===== src/rtl/rule_conf_arbiter_pkg.sv =====
// Shared parser rule-config definitions: commit-address decode, arbiter
// FSM states and the commit-beat classifier.
package rule_conf_arbiter_pkg;

  // A commit beat has address bit 16 set and address field [10:8] equal to 0.
  localparam int         COMMIT_BIT       = 16;
  localparam int         COMMIT_FIELD_HI  = 10;
  localparam int         COMMIT_FIELD_LO  = 8;
  localparam logic [2:0] COMMIT_FIELD_VAL = 3'd0;

  typedef enum logic [1:0] {
    ST_IDLE  = 2'd0,
    ST_BURST = 2'd1,
    ST_GAP   = 2'd2
  } arb_state_e;

  function automatic logic is_commit(input logic [31:0] addr);
    return addr[COMMIT_BIT] &&
           (addr[COMMIT_FIELD_HI:COMMIT_FIELD_LO] == COMMIT_FIELD_VAL);
  endfunction

endpackage


===== src/rtl/rule_conf_arbiter_rr_arbiter.sv =====
// Combinational round-robin pick: the first set request at or above the
// pointer wins, otherwise the first set request wrapping from index 0.
// Produces a one-hot winner and its index (both zero when nothing requests).
module rr_arbiter #(
  parameter int N  = 2,
  parameter int IW = (N > 1) ? $clog2(N) : 1
) (
  input  logic [N-1:0]  i_req,
  input  logic [IW-1:0] i_ptr,
  output logic [N-1:0]  o_grant_oh,
  output logic [IW-1:0] o_grant_idx
);

  logic found;

  // Two-pass scan: upper segment [ptr..N-1] first, then wrap to [0..ptr-1].
  always_comb begin
    o_grant_oh  = '0;
    o_grant_idx = '0;
    found       = 1'b0;
    for (int i = 0; i < N; i++) begin
      if (!found && i_req[i] && (IW'(i) >= i_ptr)) begin
        found         = 1'b1;
        o_grant_oh[i] = 1'b1;
        o_grant_idx   = IW'(i);
      end
    end
    for (int i = 0; i < N; i++) begin
      if (!found && i_req[i]) begin
        found         = 1'b1;
        o_grant_oh[i] = 1'b1;
        o_grant_idx   = IW'(i);
      end
    end
  end

endmodule


===== src/rtl/rule_conf_arbiter.sv =====
// Rule-configuration write arbiter. Several masters share the parser's single
// rule-config write port. A grant is locked for a whole burst so multi-word
// rule programming is never interleaved; commit writes are followed by idle
// gap cycles so the rule table settles; a stalled burst is force-released.
//
// Handshake: a beat transfers on a clock edge where i_req_valid[k] and
// o_req_ready[k] are both high. The requester holds valid/addr/wdata/last
// stable until accepted. o_req_ready is one-hot or zero, is a function of
// the registered state and grant only, and never looks at any valid input.
module rule_conf_arbiter
  import rule_conf_arbiter_pkg::*;
#(
  parameter  int REQ_NUM    = 2,
  parameter  int GAP_CYCLES = 2,
  parameter  int TIMEOUT    = 255,
  localparam int GW         = (REQ_NUM > 1) ? $clog2(REQ_NUM) : 1
) (
  input  logic                     i_clk,
  input  logic                     i_rst_n,
  input  logic [REQ_NUM-1:0]       i_req_valid,
  input  logic [REQ_NUM-1:0]       i_req_last,
  input  logic [REQ_NUM-1:0][31:0] i_req_addr,
  input  logic [REQ_NUM-1:0][31:0] i_req_wdata,
  output logic [REQ_NUM-1:0]       o_req_ready,
  output logic                     o_rule_wren,
  output logic [31:0]              o_rule_addr,
  output logic [31:0]              o_rule_wdata,
  output logic [GW-1:0]            o_grant_id,
  output logic                     o_busy,
  output logic                     o_timeout,
  output logic [15:0]              o_commit_cnt,
  output logic [1:0]               o_dbg_state
);

  localparam int TW = (TIMEOUT > 0) ? $clog2(TIMEOUT + 1) : 1;
  localparam int PW = (GAP_CYCLES > 0) ? $clog2(GAP_CYCLES + 1) : 1;
  localparam logic [TW-1:0] TO_LAST  = TW'((TIMEOUT > 0) ? TIMEOUT - 1 : 0);
  localparam logic [PW-1:0] GAP_LAST = PW'((GAP_CYCLES > 0) ? GAP_CYCLES - 1 : 0);
  localparam logic [GW-1:0] LAST_ID  = GW'(REQ_NUM - 1);

  arb_state_e    state_q, state_d;
  logic [GW-1:0] grant_q, grant_d;
  logic [GW-1:0] ptr_q, ptr_d;
  logic          wren_q, wren_d;
  logic [31:0]   addr_q, addr_d;
  logic [31:0]   wdata_q, wdata_d;
  logic          timeout_q, timeout_d;
  logic [15:0]   commit_cnt_q, commit_cnt_d;
  logic [TW-1:0] to_cnt_q, to_cnt_d;
  logic [PW-1:0] gap_cnt_q, gap_cnt_d;
  logic          gap_last_q, gap_last_d;

  logic [REQ_NUM-1:0] win_oh;
  logic [GW-1:0]      win_idx;
  logic               any_win;
  logic               sel_valid;
  logic               sel_last;
  logic [31:0]        sel_addr;
  logic [31:0]        sel_wdata;
  logic [GW-1:0]      next_ptr;

  rr_arbiter #(
    .N  (REQ_NUM),
    .IW (GW)
  ) u_rr (
    .i_req       (i_req_valid),
    .i_ptr       (ptr_q),
    .o_grant_oh  (win_oh),
    .o_grant_idx (win_idx)
  );

  assign any_win   = |win_oh;
  assign sel_valid = i_req_valid[grant_q];
  assign sel_last  = i_req_last[grant_q];
  assign sel_addr  = i_req_addr[grant_q];
  assign sel_wdata = i_req_wdata[grant_q];
  // Round-robin pointer moves to the requester after the one just served.
  assign next_ptr  = (grant_q == LAST_ID) ? '0 : grant_q + GW'(1);

  // Next-state, grant lock, write-port load, gap and timeout counting.
  always_comb begin
    state_d      = state_q;
    grant_d      = grant_q;
    ptr_d        = ptr_q;
    wren_d       = 1'b0;
    addr_d       = addr_q;
    wdata_d      = wdata_q;
    timeout_d    = 1'b0;
    commit_cnt_d = commit_cnt_q;
    to_cnt_d     = to_cnt_q;
    gap_cnt_d    = gap_cnt_q;
    gap_last_d   = gap_last_q;
    unique case (state_q)
      ST_IDLE: begin
        to_cnt_d = '0;
        if (any_win) begin
          grant_d = win_idx;
          state_d = ST_BURST;
        end
      end
      ST_BURST: begin
        if (sel_valid) begin
          wren_d   = 1'b1;
          addr_d   = sel_addr;
          wdata_d  = sel_wdata;
          to_cnt_d = '0;
          if (is_commit(sel_addr)) begin
            commit_cnt_d = commit_cnt_q + 16'd1;
            if (GAP_CYCLES > 0) begin
              state_d    = ST_GAP;
              gap_cnt_d  = '0;
              gap_last_d = sel_last;
            end else if (sel_last) begin
              state_d = ST_IDLE;
              ptr_d   = next_ptr;
            end
          end else if (sel_last) begin
            state_d = ST_IDLE;
            ptr_d   = next_ptr;
          end
        end else if (TIMEOUT > 0) begin
          // Granted requester is silent: count toward a forced release.
          if (to_cnt_q == TO_LAST) begin
            timeout_d = 1'b1;
            to_cnt_d  = '0;
            state_d   = ST_IDLE;
            ptr_d     = next_ptr;
          end else begin
            to_cnt_d = to_cnt_q + TW'(1);
          end
        end
      end
      ST_GAP: begin
        if (gap_cnt_q == GAP_LAST) begin
          gap_cnt_d = '0;
          if (gap_last_q) begin
            state_d = ST_IDLE;
            ptr_d   = next_ptr;
          end else begin
            state_d = ST_BURST;
          end
        end else begin
          gap_cnt_d = gap_cnt_q + PW'(1);
        end
      end
      default: state_d = ST_IDLE;
    endcase
  end

  // State and output registers; asynchronous reset clears everything.
  always_ff @(posedge i_clk or negedge i_rst_n) begin
    if (!i_rst_n) begin
      state_q      <= ST_IDLE;
      grant_q      <= '0;
      ptr_q        <= '0;
      wren_q       <= 1'b0;
      addr_q       <= '0;
      wdata_q      <= '0;
      timeout_q    <= 1'b0;
      commit_cnt_q <= '0;
      to_cnt_q     <= '0;
      gap_cnt_q    <= '0;
      gap_last_q   <= 1'b0;
    end else begin
      state_q      <= state_d;
      grant_q      <= grant_d;
      ptr_q        <= ptr_d;
      wren_q       <= wren_d;
      addr_q       <= addr_d;
      wdata_q      <= wdata_d;
      timeout_q    <= timeout_d;
      commit_cnt_q <= commit_cnt_d;
      to_cnt_q     <= to_cnt_d;
      gap_cnt_q    <= gap_cnt_d;
      gap_last_q   <= gap_last_d;
    end
  end

  // Ready only to the locked requester, and only while in a burst.
  always_comb begin
    o_req_ready = '0;
    if (state_q == ST_BURST) o_req_ready[grant_q] = 1'b1;
  end

  assign o_rule_wren  = wren_q;
  assign o_rule_addr  = addr_q;
  assign o_rule_wdata = wdata_q;
  assign o_grant_id   = grant_q;
  assign o_busy       = (state_q != ST_IDLE);
  assign o_timeout    = timeout_q;
  assign o_commit_cnt = commit_cnt_q;
  assign o_dbg_state  = state_q;

endmodule


===== config.mk =====
export PLATFORM = sky130hd
export DESIGN_NAME = rule_conf_arbiter
export DESIGN_NICKNAME = d
export VERILOG_FILES = /design/src/rtl/rule_conf_arbiter_pkg.sv /design/src/rtl/rule_conf_arbiter_rr_arbiter.sv /design/src/rtl/rule_conf_arbiter.sv
export SDC_FILE = /design/constraint.sdc
export NUM_CORES = 1
export LEC_CHECK = 0
export CORE_AREA = 2 2 105 107
export CTS_BUF_LIST = sky130_fd_sc_hd__clkbuf_8
export DETAILED_ROUTE_END_ITERATION = 6
export DIE_AREA = 0 0 107 109
export PLACE_DENSITY_LB_ADDON = 0.3
export RECOVER_POWER = 100
export SETUP_SLACK_MARGIN = 0.15
export SLEW_MARGIN = 20
export SYNTH_ARGS = -nofsm -noshare
export SYNTH_HDL_FRONTEND = slang
export SYNTH_SLANG_ARGS = --single-unit
export TNS_END_PERCENT = 30

===== constraint.sdc =====
create_clock -name i_clk -period 4.8 [get_ports i_clk]
set_input_delay 1.44 -clock i_clk [delete_from_list [all_inputs] [get_ports i_clk]]
set_output_delay 1.44 -clock i_clk [all_outputs]
set_load 0.1 [all_outputs]

==> results of run 1 <==
## metrics by stage
step / std cells / utilization [%]
floorplan: 441 / -
global placement: 782 / 65.2
detailed placement: 782 / 65.2
CTS: 797 / 67.3
global route: 797 / 67.1
finish: 797 / 67.1
## cell usage in the layout (no fill, tap or decap), types with 6 or more instances in the layout
| cell type | synthesis | final |
|---|---|---|
| ha_1 | 7 | 7 |
| xnor2_1 | 11 | 11 |
| nor3_1 | 8 | 8 |
| dfrtp_1 | 97 | 96 |
| nand3_1 | 12 | 12 |
| mux2i_1 | 66 | 66 |
| nand2_1 | 74 | 74 |
| clkbuf_8 | 0 | 11 |
| nor2_1 | 18 | 18 |
| xor2_1 | 9 | 9 |
| dlygate4sd3_1 | 0 | 87 |
| inv_1 | 6 | 6 |
| clkdlybuf4s50_1 | 0 | 131 |
| o21ai_0 | 69 | 69 |
## flip-flops by register name (all words and copies together) (netlist names)
signal / count
o_rule_addr: 32
o_rule_wdata: 32
o_commit_cnt: 16
to_cnt_q: 8
gap_cnt_q: 2
o_dbg_state: 2
gap_last_q: 1
o_grant_id: 1
o_rule_wren: 1
o_timeout: 1
ptr_q: 1
## cells by family (layout without fill, tap and decap cells)
group | Yosys count | count (layout) | share of synthesized area [%]
AOI/OAI and AO/OA | 84 | 84 | 10.3
xor gates and xnor gates | 20 | 20 | 3.81
adders and majority gates | 7 | 7 | 1.91
buffers and inverters | 30 | 246 | 2.78
DFF | 97 | 97 | 52.9
muxes | 70 | 70 | 15.4
and+or+nand+nor | 133 | 133 | 12.9
## area by class of cell
cell class	instances	area, sq um
Fill cell	870	3490
Timing Repair Buffer	225	2220
Inverter	6	22.5
Tap cell	140	175
Clock inverter	4	76.3
Sequential cell	97	2430
Multi-Input combinational cell	314	2040
Clock buffer	11	151
## worst max-delay path: stages (launching register included)
cell      delay [ns]
dfrtp_4         0.81
clkbuf_2        0.97
and2_1          0.25
buf_4           0.29
## final timing paths
| kind | from | end | slack [ns] | cells after the start |
|---|---|---|---|---|
| max in group asynchronous | i_rst_n | o_rule_wdata[17] | 1.88 | 2 |
| setup reg to reg | o_grant_id | o_commit_cnt[15] | 1.32 | 6 |
| setup / recovery | o_grant_id | o_req_ready[1] | 0.64 | 3 |
| hold / removal | o_commit_cnt[15] | o_commit_cnt[15] | 0.47 | 1 |
| hold reg to reg | o_commit_cnt[15] | o_commit_cnt[15] | 0.47 | 1 |
| min in group asynchronous | i_rst_n | o_rule_addr[15] | 1.57 | 1 |
## metal layers
layer | up-vias | part of all wire [%]
met4 | 0 | 1.5
met5 | - | 0
met1 | 1814 | 40
met3 | 14 | 8.5
li1 | 1952 | -
met2 | 155 | 50
==> impl_metrics.py, run 1 <==
metrics = {
    "cts": {
        "postCtsSetupRepairBufs": 0,
        "clock-sinks": 97,
        "clock_latency_ns": 0.35,
        "cts_root_buf": "clkbuf_8",
        "cts_buffers": 9,
        "htreeDepth": 3,
        "cts-resized-gates": 0,
        "clk_pin_slew_worst_paths_ns": 0.09,
        "clk_path_buf_depth": 2,
        "cts_tree": "built",
        "hold_buffers": 0,
    },
    "grt": {
        "gr-total-overflow": 0,
        "grt_pass1_vias": 3803,
        "grt_max_degree": 76,
        "grt_pass1_wl_mm": 18.8,
        "antenna_found_initial": 0,
        "top_usage_layer": "met2",
        "grt_use_met2_pct": 35.9,
        "met3_usage_pct": 5.92,
        "grt_use_met1_pct": 24.7,
        "grt_use_total_pct": 20.5,
    },
    "sta": {
        "rsz0062_at_grt": "no",
        "fin_crit_ns": 4.16,
        "drv_slew": 76,
        "clock.fmax_ghz": 0.240,
        "min_period_over_period_pct": 86.7,
        "worst-slew-pin-transition_ns": 1.79,
        "fin_ws_ns": 0.639,
        "relSlewSlack_pct": -19.6,
        "holdWs_ns": 0.470,
        "finalHoldViolations": 0,
        "skew_ns": 0.00927,
        "finalSetupViolations": 0,
        "fin_tns_setup_ns": 0,
    },
    "floorplanning": {
        "die_area_sq_mm": 0.0117,
        "core.rowCount": 38,
        "coreArea_sq_mm": 0.0106,
        "die_height_microns": 109,
        "ios": 222,
        "start_util_pct": 43.3,
        "die_w_microns": 107,
    },
    "worst_setup_path": {
        "critPathRequiredTime_ns": 3.36,
        "critPathArrivalTime_ns": 2.72,
        "end_kind": "output port",
        "start_kind": "flip-flop",
        "critical_path_class": "flip-flop to output port",
        "path_max_fanout": 38,
    },
    "detailed_routing": {
        "drtAntennaViolNets": 0,
        "dr.pass1.iters": 4,
        "wl_mm": 12.0,
        "post-route-drc-count": 0,
        "vias_per_cell": 4.94,
        "drtIter0Drc": 91,
        "vias": 3935,
        "wl_per_cell_microns": 15.0,
    },
    "finish": {
        "finish.instance_area_sq_mm": 0.00712,
        "drive_above_1_share_pct": 4.72,
        "num_antenna_cells": 0,
        "areaGrowthSynthToFinish_pct": 55.0,
        "nets": 794,
    },
    "yosys": {
        "yosysTopAreaCellShare_pct": 52.9,
        "netlist_instances": 441,
        "synth_fp_nets": 582,
        "synth_commonest_cells": "dfrtp_1, nand2_1, o21ai_0",
        "netlist_area_sq_mm": 0.00459,
        "synth.area.top_cells": "dfrtp_1, mux2i_1, o21ai_0",
        "synth_area_leader_cell": "dfrtp_1",
        "yosys_register_bits": 97,
        "synth_cell_types": 38,
        "avgSynthCellArea_sq_um": 10.4,
        "seq_area_frac_synth_pct": 52.9,
        "synth-edff-count": 0,
        "synth_most_common_cell": "dfrtp_1",
        "synth_warnings": 0,
        "ys.flop_type": "dfrtp_1",
        "synthArstFlopShare_pct": 100,
    },
    "placed_design": {
        "place_area_sq_mm": 0.00691,
        "dp_slack_ns": 1.17,
        "gp_congestion": 0.804,
        "numPortBuffers": 221,
        "hpwl_mm": 9.34,
    },
    "run_status": {
        "status": "complete, but fails checks",
        "violations": "max-capacitance violations, max-slew violations",
    },
    "worst_hold_path": {
        "hold_path.class": "flip-flop to flip-flop",
    },
    "job": {
        "maxCapViolCount": 1,
    },
}
Power of run 1 is not shown: default switching activity piles up to over one toggle a cycle in this logic, so the estimate is an artifact.
==> run 2: changes to the inputs <==
--- a/config.mk
+++ b/config.mk
@@ -9,2 +9,3 @@
 export CTS_BUF_LIST = sky130_fd_sc_hd__clkbuf_8
+export CTS_CLUSTER_SIZE = 25
 export DETAILED_ROUTE_END_ITERATION = 6
--- a/constraint.sdc
+++ b/constraint.sdc
@@ -3,2 +3,2 @@
 set_output_delay 1.44 -clock i_clk [all_outputs]
-set_load 0.1 [all_outputs]
+set_load 0.05 [all_outputs]
==> impl_metrics.py, run 2 (same netlist as run 1, synthesis figures left out) <==
metrics = {
    "worst_hold_path": {
        "hold_path_depth": 2,
        "min_to": "o_rule_wdata[6]",
        "hold_path.startpoint": "o_rule_wdata[6]",
        "hold_path.class": "flip-flop to flip-flop",
    },
    "cts": {
        "cts_buffers": 9,
        "cts-resized-gates": 0,
        "clk_pin_slew_worst_paths_ns": 0.09,
        "clk_path_buf_depth": 2,
        "cts_root_buf": "clkbuf_8",
        "clock_latency_ns": 0.35,
        "cts_tree": "built",
        "htreeDepth": 3,
        "clock-sinks": 97,
        "postCtsSetupRepairBufs": 0,
        "hold_buffers": 0,
    },
    "detailed_routing": {
        "dr.pass1.iters": 4,
        "vias": 3939,
        "drtAntennaViolNets": 0,
        "vias_per_cell": 4.94,
        "drtIter0Drc": 132,
        "met3_length_microns": 888,
        "wl_met1_mm": 4.94,
        "wl_per_cell_microns": 15.2,
        "top_layer": "met4",
        "wl_mm": 12.1,
        "dr_wl_met2_mm": 6.14,
        "post-route-drc-count": 0,
    },
    "floorplanning": {
        "coreArea_sq_mm": 0.0106,
        "die_height_microns": 109,
        "die_area_sq_mm": 0.0117,
        "die_w_microns": 107,
        "core.rowCount": 38,
        "ios": 222,
        "start_util_pct": 43.3,
    },
    "placed_design": {
        "numPortBuffers": 221,
        "place_area_sq_mm": 0.00691,
        "gp_congestion": 0.791,
        "hpwl_mm": 9.41,
        "place_inst": 781,
    },
    "finish": {
        "num_antenna_cells": 0,
        "mostFrequentLayoutCell": "clkdlybuf4s50_1",
        "final_core_util_pct": 66.6,
        "areaGrowthSynthToFinish_pct": 53.8,
        "nets": 793,
        "finish.instance_area_sq_mm": 0.00706,
        "final_cell_mix": "clkdlybuf4s50_1, dfrtp_1, dlygate4sd3_1, nand2_1, o21ai_0",
        "drive_above_1_share_pct": 3.96,
        "fin_cells": 797,
    },
    "worst_setup_path": {
        "start_kind": "flip-flop",
        "critPathArrivalTime_ns": 4.17,
        "critical_path_class": "flip-flop to flip-flop",
        "ff2ff_setup_slack_ns": 0.87,
        "worstReg2RegEnd": "o_commit_cnt[15]",
        "r2r-start": "o_grant_id",
        "end_kind": "flip-flop",
        "ff2ff_path_depth": 6,
        "path_max_fanout": 41,
        "critPathRequiredTime_ns": 5.04,
    },
    "run_status": {
        "status": "complete, but fails checks",
        "violations": "max-capacitance violations, max-slew violations",
    },
    "power_and_ir_drop": {
        "p_clk_share_pct": 11.5,
        "power.density_mw_per_mm2": 621,
        "power.internal_mw": 2.20,
        "p_comb_share_pct": 57.9,
        "power.switching_mw": 2.19,
        "ir_worst_vdd_mv": 0.329,
        "pwr-share-seq_pct": 30.6,
        "p_sw_share_pct": 49.9,
        "leakage_nw": 3.28,
    },
    "sta": {
        "finalSetupViolations": 0,
        "min_period_over_period_pct": 81.8,
        "worst-slew-pin-transition_ns": 1.99,
        "fin_crit_ns": 3.93,
        "finalHoldViolations": 0,
        "relSlewSlack_pct": -32.6,
        "holdWs_ns": 0.475,
        "rsz0062_at_grt": "no",
        "fin_tns_setup_ns": 0,
        "clock.fmax_ghz": 0.255,
        "skew_ns": 0.00889,
        "drv_slew": 83,
    },
    "job": {
        "maxCapViolCount": 1,
    },
    "grt": {
        "grt_pass1_vias": 3859,
        "antenna_found_initial": 0,
        "gr-total-overflow": 0,
        "grt_pass1_wl_mm": 18.8,
        "grt_use_total_pct": 20.6,
        "grt_max_degree": 83,
    },
}
-- run 2: layout make-up --
cell class	count	area (sq um)
clock buffer	13	179
fill	860	3540
multi-input combinational	314	2020
clock inverter	3	15.0
inverter	6	22.5
tap	140	175
timing repair buffer	224	2220
sequential	97	2430
-- run 2: per-layer routing --
layer,GRT usage [%],up-vias
li1,-,1946
met1,24.8,1843
met2,36.7,141
met3,5.50,9
met4,5.29,0
met5,0,-
-- run 2: metrics by stage --
step / setup slack (ns) / power, mW
after floorplan: 1.39 / 3.11
after global placement: 1.24 / 3.97
after detailed placement: 1.15 / 4.04
after CTS: 1.00 / 4.55
after global routing: 0.646 / 4.65
final: 0.873 / 4.39
-- run 2: worst max-delay path, cell delays in order, from the launching register on --
cell and delay (ns):
dfrtp_4 0.76, clkbuf_2 1.05, nand2_1 0.25, or4_1 0.54, a211oi_1 0.79, nand4_1 0.21, xnor2_1 0.18
-- run 2: power groups by stage --
stage               Combinational [mW]  Clock, mW  Sequential (mW)
floorplan                        0.849          0             2.26
global placement                  2.62          0             1.35
detailed placement                2.67          0             1.38
CTS                               2.67      0.522             1.36
global route                      2.71      0.548             1.39
finish                            2.54      0.505             1.34
-- run 2: how the worst max path moves through the flow --
| stage | start | end | slack [ns] | cells after the start |
|---|---|---|---|---|
| after global routing | o_grant_id | o_commit_cnt[15] | 0.65 | 6 |
| final | o_grant_id | o_commit_cnt[15] | 0.87 | 6 |
| after floorplan | o_grant_id | o_req_ready[0] | 1.39 | 4 |
| after global placement | i_req_valid[1] | o_rule_addr[20] | 1.24 | 5 |
| after detailed placement | i_req_valid[1] | o_rule_addr[30] | 1.15 | 5 |
| after CTS | o_dbg_state[1] | o_req_ready[1] | 1.0 | 4 |
Power figures use the tool's default switching activity.
==> RTL edit 1: new RTL, flow settings as in run 1 <==
Set the package constant `COMMIT_FIELD_HI` to 20 (it was 10).
--- a/src/rtl/rule_conf_arbiter_pkg.sv
+++ b/src/rtl/rule_conf_arbiter_pkg.sv
@@ -4,7 +4,7 @@
 
   // A commit beat has address bit 16 set and address field [10:8] equal to 0.
   localparam int         COMMIT_BIT       = 16;
-  localparam int         COMMIT_FIELD_HI  = 10;
+  localparam int         COMMIT_FIELD_HI  = 20;
   localparam int         COMMIT_FIELD_LO  = 8;
   localparam logic [2:0] COMMIT_FIELD_VAL = 3'd0;
 
Check against the original RTL: not equivalent (Yosys sat finds a counterexample within 4 cycles, from zero or initial values and one cycle with i_rst_n low).
==> RTL edit 1 against run 1 <==
- the run still ends with max-capacitance violations, max-slew violations left
- synthesized area shrank 5.0%
- count of clock-buffer cells in the layout is the same
- sequential cell count stayed put
- wire length fell by 6.9%
- clock skew rose by 0.0083 ns
- worst setup slack better by 0.22 ns
- cell area decreased by 4.8%
- non-clock buffer count unchanged
Power is left out: the tool's default activity adds up to more than one toggle a clock period on the data nets, which glitch-free logic cannot reach.
==> RTL edit 1: results (changes against run 1) <==
metric,value,unit,change
status,"finished, violations left",,
violations,"max-capacitance violations, max-slew violations",,
nFillCells,882,,+1.4%
wl_met1,4550,um,-4.8%
min_to,o_commit_cnt[4],,
finalClockSkew,0.0176,ns,+0.00833 ns
ys_types,36,,-5.3%
worst-path-max-fanout,7,,-82%
drv_slew,82,,+7.9%
track_usage,19.1,%,-1.4 points
grt_pass1_wl,17300,um,-8.1%
layout-drive-gt1-share,4.28,%,-0.44 points
io_buffers,221,,unchanged
cp_slowest_cell,dlygate4sd3_1,,
timing.hold.ws,0.378,ns,-0.0922 ns
dr_wl_met2,5480,um,-8.6%
met3_length,867,um,-14%
grt_max_degree,130,,+71%
relSlewSlack,-30.5,%,-11 points
routedWlPerCell,14.9,um,-0.67%
cap_violations,1,,unchanged
worstPathArrival,2.50,ns,-0.22 ns
holdPathStages,0,,-1
insertion_delay,0.37,ns,+0.02 ns
r2r_setup_slack,1.98,ns,+0.66 ns
dpl-instance-area,6570,um^2,-4.9%
hold_start,o_commit_cnt[4],,
yosysSeqAreaShare,55.7,%,+2.8 points
final_cells,747,,-6.3%
syn_nets,548,,-5.8%
critPathMaxStageDelay,1.22,ns,+0.25 ns
worst-r2r-cell-count,5,,-1
globalplace.congestion,0.824,,+2.4%
synthTopCellsByCount,"dfrtp_1, nand2_1, o21ai_0, mux2i_1, clkbuf_1",,
syn_area_per_cell,10.7,um^2,+2.6%
reg2reg_to,o_rule_wdata[24],,
synth.area.top_cells,"dfrtp_1, mux2i_1, o21ai_0",,
clk_path_buf_depth,2,,unchanged
drt_iter0_drc,101,,+11%
place_hpwl,8380,um,-10%
dp_slack,1.24,ns,+0.0652 ns
dp.cells,730,,-6.6%
grt_pass1_vias,3577,,-5.9%
fin_nets,742,,-6.5%
-- RTL edit 1: final cells by class --
cell class	count	area, um^2	share of cell area (%)
sequential	97	2430	35.9
clock buffer	11	151	2.23
inverter	7	26.3	0.388
multi-input combinational	262	1700	25.0
timing repair buffer	225	2240	33.1
tap	140	175	2.59
clock inverter	5	55.1	0.813
-- RTL edit 1: cells by family (layout without fill, tap and decap cells) --
family                     after synthesis  count (layout)  synth area share, %
and+or+nand+nor                        104             104                 11.0
AOI/OAI and AO/OA                       83              83                 10.5
adders and majority gates                6               6                 1.72
DFF                                     97              97                 55.7
muxes                                   69              69                 15.9
buffers and inverters                   49             248                 5.28
-- RTL edit 1: metal layers --
layer | GRT usage, % | up-vias
met2 | 32.8 | 151
met5 | 0 | -
met3 | 4.54 | 17
li1 | - | 1776
met4 | 9.00 | 0
met1 | 22.8 | 1663
-- RTL edit 1: worst max path at each step --
stage / cells after the start / to / slack (ns) / from
final: 4 / o_busy / 0.86 / o_dbg_state[0]
after global routing: 4 / o_busy / 0.76 / o_dbg_state[0]
after CTS: 4 / o_busy / 0.89 / o_dbg_state[0]
after detailed placement: 4 / o_rule_wdata[20] / 1.24 / i_req_valid[1]
after global placement: 4 / o_rule_wdata[19] / 1.36 / i_req_valid[1]
after floorplan: 3 / o_req_ready[0] / 0.46 / o_dbg_state[0]
-- RTL edit 1: worst max-delay path: cells and delay by family (launching register included) --
kind                       cells  cell delay [ns]
DFF                            1             0.43
adders and majority gates      1             0.28
buffers and inverters          3             1.43
==> RTL edit 2: new RTL, config.mk and constraints of run 1 <==
Made on the original files. Compare `to_cnt_q` against `TO_LAST` with >= in place of ==.
--- a/src/rtl/rule_conf_arbiter.sv
+++ b/src/rtl/rule_conf_arbiter.sv
@@ -120,7 +120,7 @@
           end
         end else if (TIMEOUT > 0) begin
           // Granted requester is silent: count toward a forced release.
-          if (to_cnt_q == TO_LAST) begin
+          if (to_cnt_q >= TO_LAST) begin
             timeout_d = 1'b1;
             to_cnt_d  = '0;
             state_d   = ST_IDLE;
Formal check against the unedited RTL: no difference found for any inputs over 4 cycles, from zero or initial values and one cycle with i_rst_n low; that may be too few to reach the edited logic, so the function may still have changed.
==> RTL edit 2 against run 1 <==
- critical path depth is 1 lower
- sequential share of layout area is 0.17 points higher
- synthesized area is 1.1% higher
- first-iteration DRC count up 13%
- die area is the same
- cell area down 0.65%
- the run still ends with max-capacitance violations, max-slew violations left
- worst setup slack improved by 0.18 ns
- sequential cell count is the same
- worst hold slack improved by 0.0091 ns
- wire length grew 5.7%
- global-route usage grew 1.6 points
Power is not shown: default switching activity piles up to over one toggle a cycle in this logic, so the estimate is an artifact.
==> RTL edit 2: results (changes against run 1) <==
metric,value,unit,change
synthTopCellsByCount,"dfrtp_1, nand2_1, o21ai_0, mux2i_1, clkbuf_1",,
globalplace.congestion,0.798,,-0.77%
reg2reg_to,o_commit_cnt[7],,
tightest_slew,1.88,ns,+0.0832 ns
place_hpwl,9960,um,+6.7%
drv_slew,112,,+47%
ys_types,44,,+16%
syn_nets,591,,+1.5%
cap_violations,2,,+1
dpl-instance-area,6940,um^2,+0.47%
finalClockSkew,0.00954,ns,+0.000270 ns
status,"finished, violations left",,
final_cell_area,7070,um^2,-0.65%
grt_pass1_wl,19900,um,+6.1%
violations,"max-capacitance violations, max-slew violations",,
use_met3,5.26,%,-0.66 points
routedWlPerCell,15.7,um,+4.6%
layout-drive-gt1-share,4.95,%,+0.24 points
synthCells,450,,+2.0%
worstPathArrival,2.54,ns,-0.18 ns
dp_slack,1.16,ns,-0.0108 ns
met2_usage,39.4,%,+3.4 points
crit_end,o_req_ready[0],,
r2r_setup_slack,1.07,ns,-0.25 ns
nFillCells,847,,-2.6%
track_usage,22.1,%,+1.6 points
hold_class,reg -> reg,,
fin_nets,803,,+1.1%
dp.cells,791,,+1.2%
drt_iter0_drc,103,,+13%
worst-path-max-fanout,34,,-11%
ys_async_sr_fraction,100,%,unchanged
use_met1,25.0,%,+0.39 points
grt_max_degree,77,,+1.3%
-- RTL edit 2: cell count changes after synthesis, moves of 2 or more --
cell	run 1	this run
a21oi_1	3	5
nor2_1	18	11
clkbuf_1	15	12
nand2_1	74	87
o21ai_0	69	76
nand4_1	5	2
xnor2_1	11	6
nor4_2	0	2
nand3_1	12	9
o2111ai_1	3	1
-- RTL edit 2: layer usage --
layer  wire length, um  up-vias
met3               950       26
met2              6410      162
met5                 0        -
met4               357        0
li1                  -     1991
met1              4940     1897
-- RTL edit 2: worst max-delay path: stages (launching register included) --
cell and delay (ns):
dfrtp_1 0.96, nor2b_1 0.30, clkbuf_1 0.91
-- RTL edit 2: cell families (layout without fill, tap and decap cells) --
family,count (synthesis),in the layout,synth area share (%)
DFF,97,97,52.3
and+or+nand+nor,138,138,13.8
AOI/OAI and AO/OA,93,93,11.0
xor gates and xnor gates,16,16,3.02
muxes,69,69,15.0
buffers and inverters,30,246,3.04
adders and majority gates,7,7,1.89
-- RTL edit 2: cell type report --
type	count	share of cell area, %
clock inverters	6	0.637
inverters	7	0.389
clock buffers	9	1.75
repair buffers	224	31.3
flip-flops and latches	97	34.3
multi-input cells	323	29.2
well taps	140	2.48
-- RTL edit 2: worst min path at each step --
| stage | from | to | slack (ns) | depth (start not counted) |
|---|---|---|---|---|
| after global routing | o_rule_addr[17] | o_rule_addr[17] | 0.51 | 2 |
| final | o_rule_addr[5] | o_rule_addr[5] | 0.48 | 2 |
| after CTS | o_rule_wdata[20] | o_rule_wdata[20] | 0.49 | 2 |
| after floorplan | gap_cnt_q[1] | gap_cnt_q[1] | 0.45 | 1 |
| after detailed placement | o_rule_wdata[8] | o_rule_wdata[8] | 0.47 | 2 |
| after global placement | o_rule_wdata[0] | o_rule_wdata[0] | 0.46 | 2 |
